$ cat config.mk
export PLATFORM = sky130hd
export DESIGN_NAME = rgb565_grayscale_ise
export DESIGN_NICKNAME = d
export VERILOG_FILES = /design/src/rtl/rgb565_grayscale_ise.sv
export SDC_FILE = /design/constraint.sdc
export NUM_CORES = 1
export LEC_CHECK = 0
export CAP_MARGIN = 20
export CORE_UTILIZATION = 49
export DETAILED_ROUTE_END_ITERATION = 10
export PLACE_DENSITY = 0.86
export SETUP_SLACK_MARGIN = 0.5
export SLEW_MARGIN = 20
export SYNTH_ARGS = -nofsm -noshare
export SYNTH_HDL_FRONTEND = slang
export SYNTH_SLANG_ARGS = --single-unit
$ cat constraint.sdc
create_clock -name clock -period 16.35 [get_ports clock]
set_clock_uncertainty 0.15 [all_clocks]
set_input_delay 2.4525 -clock clock [delete_from_list [all_inputs] [get_ports clock]]
set_output_delay 2.4525 -clock clock [all_outputs]
set_load 0.01 [all_outputs]
$ cat src/rtl/rgb565_grayscale_ise.sv
// RGB565 -> 8-bit luminance custom instruction.
// One result per accepted issue, registered one cycle after the issue edge.
module rgb565_grayscale_ise #(
    parameter logic [7:0] customInstructionId = 8'h00
) (
    input  logic        clock,
    input  logic        reset,
    input  logic        start,
    input  logic [31:0] valueA,
    input  logic [31:0] valueB,
    input  logic [7:0]  iseId,
    output logic        done,
    output logic [31:0] result
);

    logic        sel;
    logic [4:0]  red;
    logic [5:0]  green;
    logic [4:0]  blue;
    logic [7:0]  r8;
    logic [7:0]  g8;
    logic [7:0]  b8;
    logic [15:0] r_term;
    logic [15:0] g_term;
    logic [15:0] b_term;
    logic [15:0] lum_sum;
    logic [7:0]  gray;

    logic        done_q;
    logic        done_d;
    logic [31:0] result_q;
    logic [31:0] result_d;

    // The upper operand half and operand B carry no meaning for this instruction.
    logic unused_operands;
    assign unused_operands = &{1'b0, valueA[31:16], valueB};

    assign sel = start && (iseId == customInstructionId);

    assign red   = valueA[15:11];
    assign green = valueA[10:5];
    assign blue  = valueA[4:0];

    assign r8 = {red, 3'b000};
    assign g8 = {green, 2'b00};
    assign b8 = {blue, 3'b000};

    // Weights sum to 256, so the high byte of the sum is the luminance; the
    // largest possible sum (64220) fits in 16 bits.
    assign r_term  = 16'(r8) * 16'd54;
    assign g_term  = 16'(g8) * 16'd183;
    assign b_term  = 16'(b8) * 16'd19;
    assign lum_sum = r_term + g_term + b_term;
    assign gray    = lum_sum[15:8];

    always_comb begin
        done_d   = 1'b0;
        result_d = 32'd0;
        if (sel) begin
            done_d   = 1'b1;
            result_d = {24'd0, gray};
        end
    end

    always_ff @(posedge clock) begin
        if (reset) begin
            done_q   <= 1'b0;
            result_q <= 32'd0;
        end else begin
            done_q   <= done_d;
            result_q <= result_d;
        end
    end

    assign done   = done_q;
    assign result = result_q;

endmodule

==> run_results.csv <==
group,metric,value,unit
cts,clockBufferDepth,2,
route,vias,2131,
place,placed_cells,420,
critical_path,critPathSlowestCell,"fa_1",
logic_synthesis,ys_ff_latch,9,
route,drt-total-wl,4880,um
timing,min_period,8020,ps
place,io_buffers,35,
cts,cts_tree,"done",
run_status,outcome,"completed",
grt,grt_start_max_net_pins,8,
floorplanning,core_area,5510,um^2
finish,drive_above_1_share,2.56,%
cts,cts_buffers,3,
logic_synthesis,async_flop_share,0,%
pwr,power_density,170,nW/um^2
floorplanning,ios,108,
floorplanning,start_util,51.0,%
route,wl_per_cell,11.5,um
finish,fin_nets,526,
grt,grt.met1_usage,20.7,%
route,drt-vias-per-instance,5.03,
cts,cts-hold-fix-buffers,0,
finish,stdcell_count,424,
cts,cts_setup_buffers,0,
critical_path,crit_chain,"clkdlybuf4s50_1 -> fa_1 -> inv_1 -> fa_1 -> fa_1 -> inv_1 -> ha_1 -> a211oi_1 -> nor2_1 -> o31ai_1 -> a21bo_2 -> fa_1 -> inv_1 -> ha_1 -> a21o_1 -> a21oi_1 -> o211ai_1 -> a21oi_1 -> xnor3_1 -> and2_1",
hold_path,hp-class,"input port to flip-flop",
place,gp_congestion,0.861,
route,dr.pass1.iters,4,
cts,cts_root_buf,"clkbuf_8",
critical_path,cp-end-kind,"flip-flop",
grt,track_usage,17.2,%
floorplanning,die_area,6040,um^2
floorplanning,rows,27,
logic_synthesis,synth_area_per_cell,8.94,um^2
finish,final_common_cell,"ha_1",
logic_synthesis,synthFlopType,"dfxtp_1",
grt,antenna_found_initial,0,
critical_path,critPathLaunchType,"input port",
timing,setup_viol,0,
grt,grt_use_met2,32.0,%
critical_path,max_stage_delay,580,ps
logic_synthesis,syn_inst,314,
timing,drv_slew,0,
timing,fin_crit_sh,49.0,%
route,drcViolationCount,0,
critical_path,required,16320,ps
critical_path,cpMostUsedCell,"fa_1",
logic_synthesis,synth_top_cell_by_area,"ha_1",
grt,top_usage_layer,"met2",
logic_synthesis,ys_seq_area_share,6.42,%
floorplanning,die_h,77.7,um
logic_synthesis,synth_top_area_share,32.1,%
pwr,p_leak,0.00169,uW
finish,num_antenna_cells,0,
grt,grt_use_met3,0.941,%
job,maxCapViolCount,0,
critical_path,path_class,"input port to flip-flop",
critical_path,critPathBufInv,4,
finish,final_cell_mix,"ha_1 (72), inv_1 (58), clkdlybuf4s50_1 (35)",
pwr,vdd_drop_max,0.119,mV
cts,htreeDepth,1,
pwr,fin_total_pwr,543,uW
place,dp_hpwl,4460,um
route,drtAntennaViolNets,0,
critical_path,critPathArrivalTime,7990,ps
logic_synthesis,synth_edf_count,0,
logic_synthesis,synth_cell_types,41,
timing,rsz0062_at_grt,"no",
finish,area_growth,13.9,%
grt,grt_pass1_wl,8510,um
critical_path,path_max_fanout,6,
critical_path,crit_family,"adder cells",
grt,grt_overflow,0,
timing,tns,0,ps
logic_synthesis,yosysWarnings,0,
grt,grt_pass1_vias,2073,
logic_synthesis,netlist_area,2810,um^2
cts,post_cts_resized,0,
cts,numClockSinks,9,
logic_synthesis,netlist_top_cells_area,"ha_1 (32%), fa_1 (19%), inv_1 (7.8%)",
cts,clkTransAtPathRegs,40,ps
route,drt_iter0_drc,63,
timing,fmax,0.125,GHz
floorplanning,die_w,77.7,um
timing,hold_viol,0,
[flip-flops by register name (all words and copies together), names as in the netlist]
signal	cells
result	8
done	1
[where the power goes]
part | leakage, uW | switching [uW] | total (uW) | internal, uW
clock | 0.0000228 | 7.84 | 24.7 | 16.9
sequential | 0.0000724 | 0.0190 | 22.2 | 22.1
combinational | 0.00159 | 269 | 496 | 227
[layout make-up]
| type | instances | area, um^2 |
|---|---|---|
| inverters | 58 | 218 |
| fillers | 455 | 2310 |
| well taps | 72 | 90.1 |
| repair buffers | 35 | 350 |
| flip-flops and latches | 9 | 180 |
| clock buffers | 4 | 45.0 |
| multi-input cells | 246 | 2320 |
[path summary, 6_finish.rpt]
kind	cells past startpoint	from	slack [ps]	end
worst max-delay path	20	valueA[8]	8330	result[7]
worst min-delay path	4	iseId[2]	2890	result[3]
[layer usage]
metal	wire [um]	part of all wire [%]	vias up
met5	0	0	-
met2	2440	50	63
li1	-	-	1078
met1	2110	43	977
met4	126	2.6	0
met3	201	4.1	13
[metrics by stage]
| stage | util [%] | setup WS, ps | hold WS [ps] | area [um^2] |
|---|---|---|---|---|
| 6_report | 58.1 | 8330 | 2890 | 3200 |
| 5_1_grt | 58.1 | 8030 | 2960 | 3200 |
| 4_1_cts | 58.1 | 8330 | 2890 | 3200 |
| 3_5_place_dp | 57.3 | 8110 | 3030 | 3150 |
| 3_3_place_gp | 57.3 | 8140 | 3040 | 3150 |
| 2_1_floorplan | - | 9050 | 2590 | 2890 |
[cell families after synthesis]
logic type                 after synthesis  share of synthesized area, %
and+or+nand+nor                         47                          8.33
buffers and inverters                   82                          14.2
DFF                                      9                          6.42
AOI/OAI and AO/OA                       54                          12.7
adders and majority gates               98                          50.6
xor gates and xnor gates                23                          7.66
other                                    1                         0.134
[worst min-delay path, delay by kind of cell]
family	cells	cell delay (ps)
AND/OR/NAND/NOR	3	310
buffers and inverters	1	450
[cell usage after synthesis (2+ instances only)]
library cell	count
inv_1	58
a211oi_1	2
buf_4	24
nand2_1	9
nor2_1	19
xor2_1	6
fa_1	26
a21o_1	7
o21ai_1	2
nand2b_1	4
dfxtp_1	9
o21a_1	2
nor3_1	4
xnor2_1	16
a21oi_1	17
ha_1	72
o211ai_1	2
o21ai_0	8
or3_4	2
and3_1	2
o21bai_1	2
nor2b_1	2
Note: power is estimated with default switching activity, not from simulation.
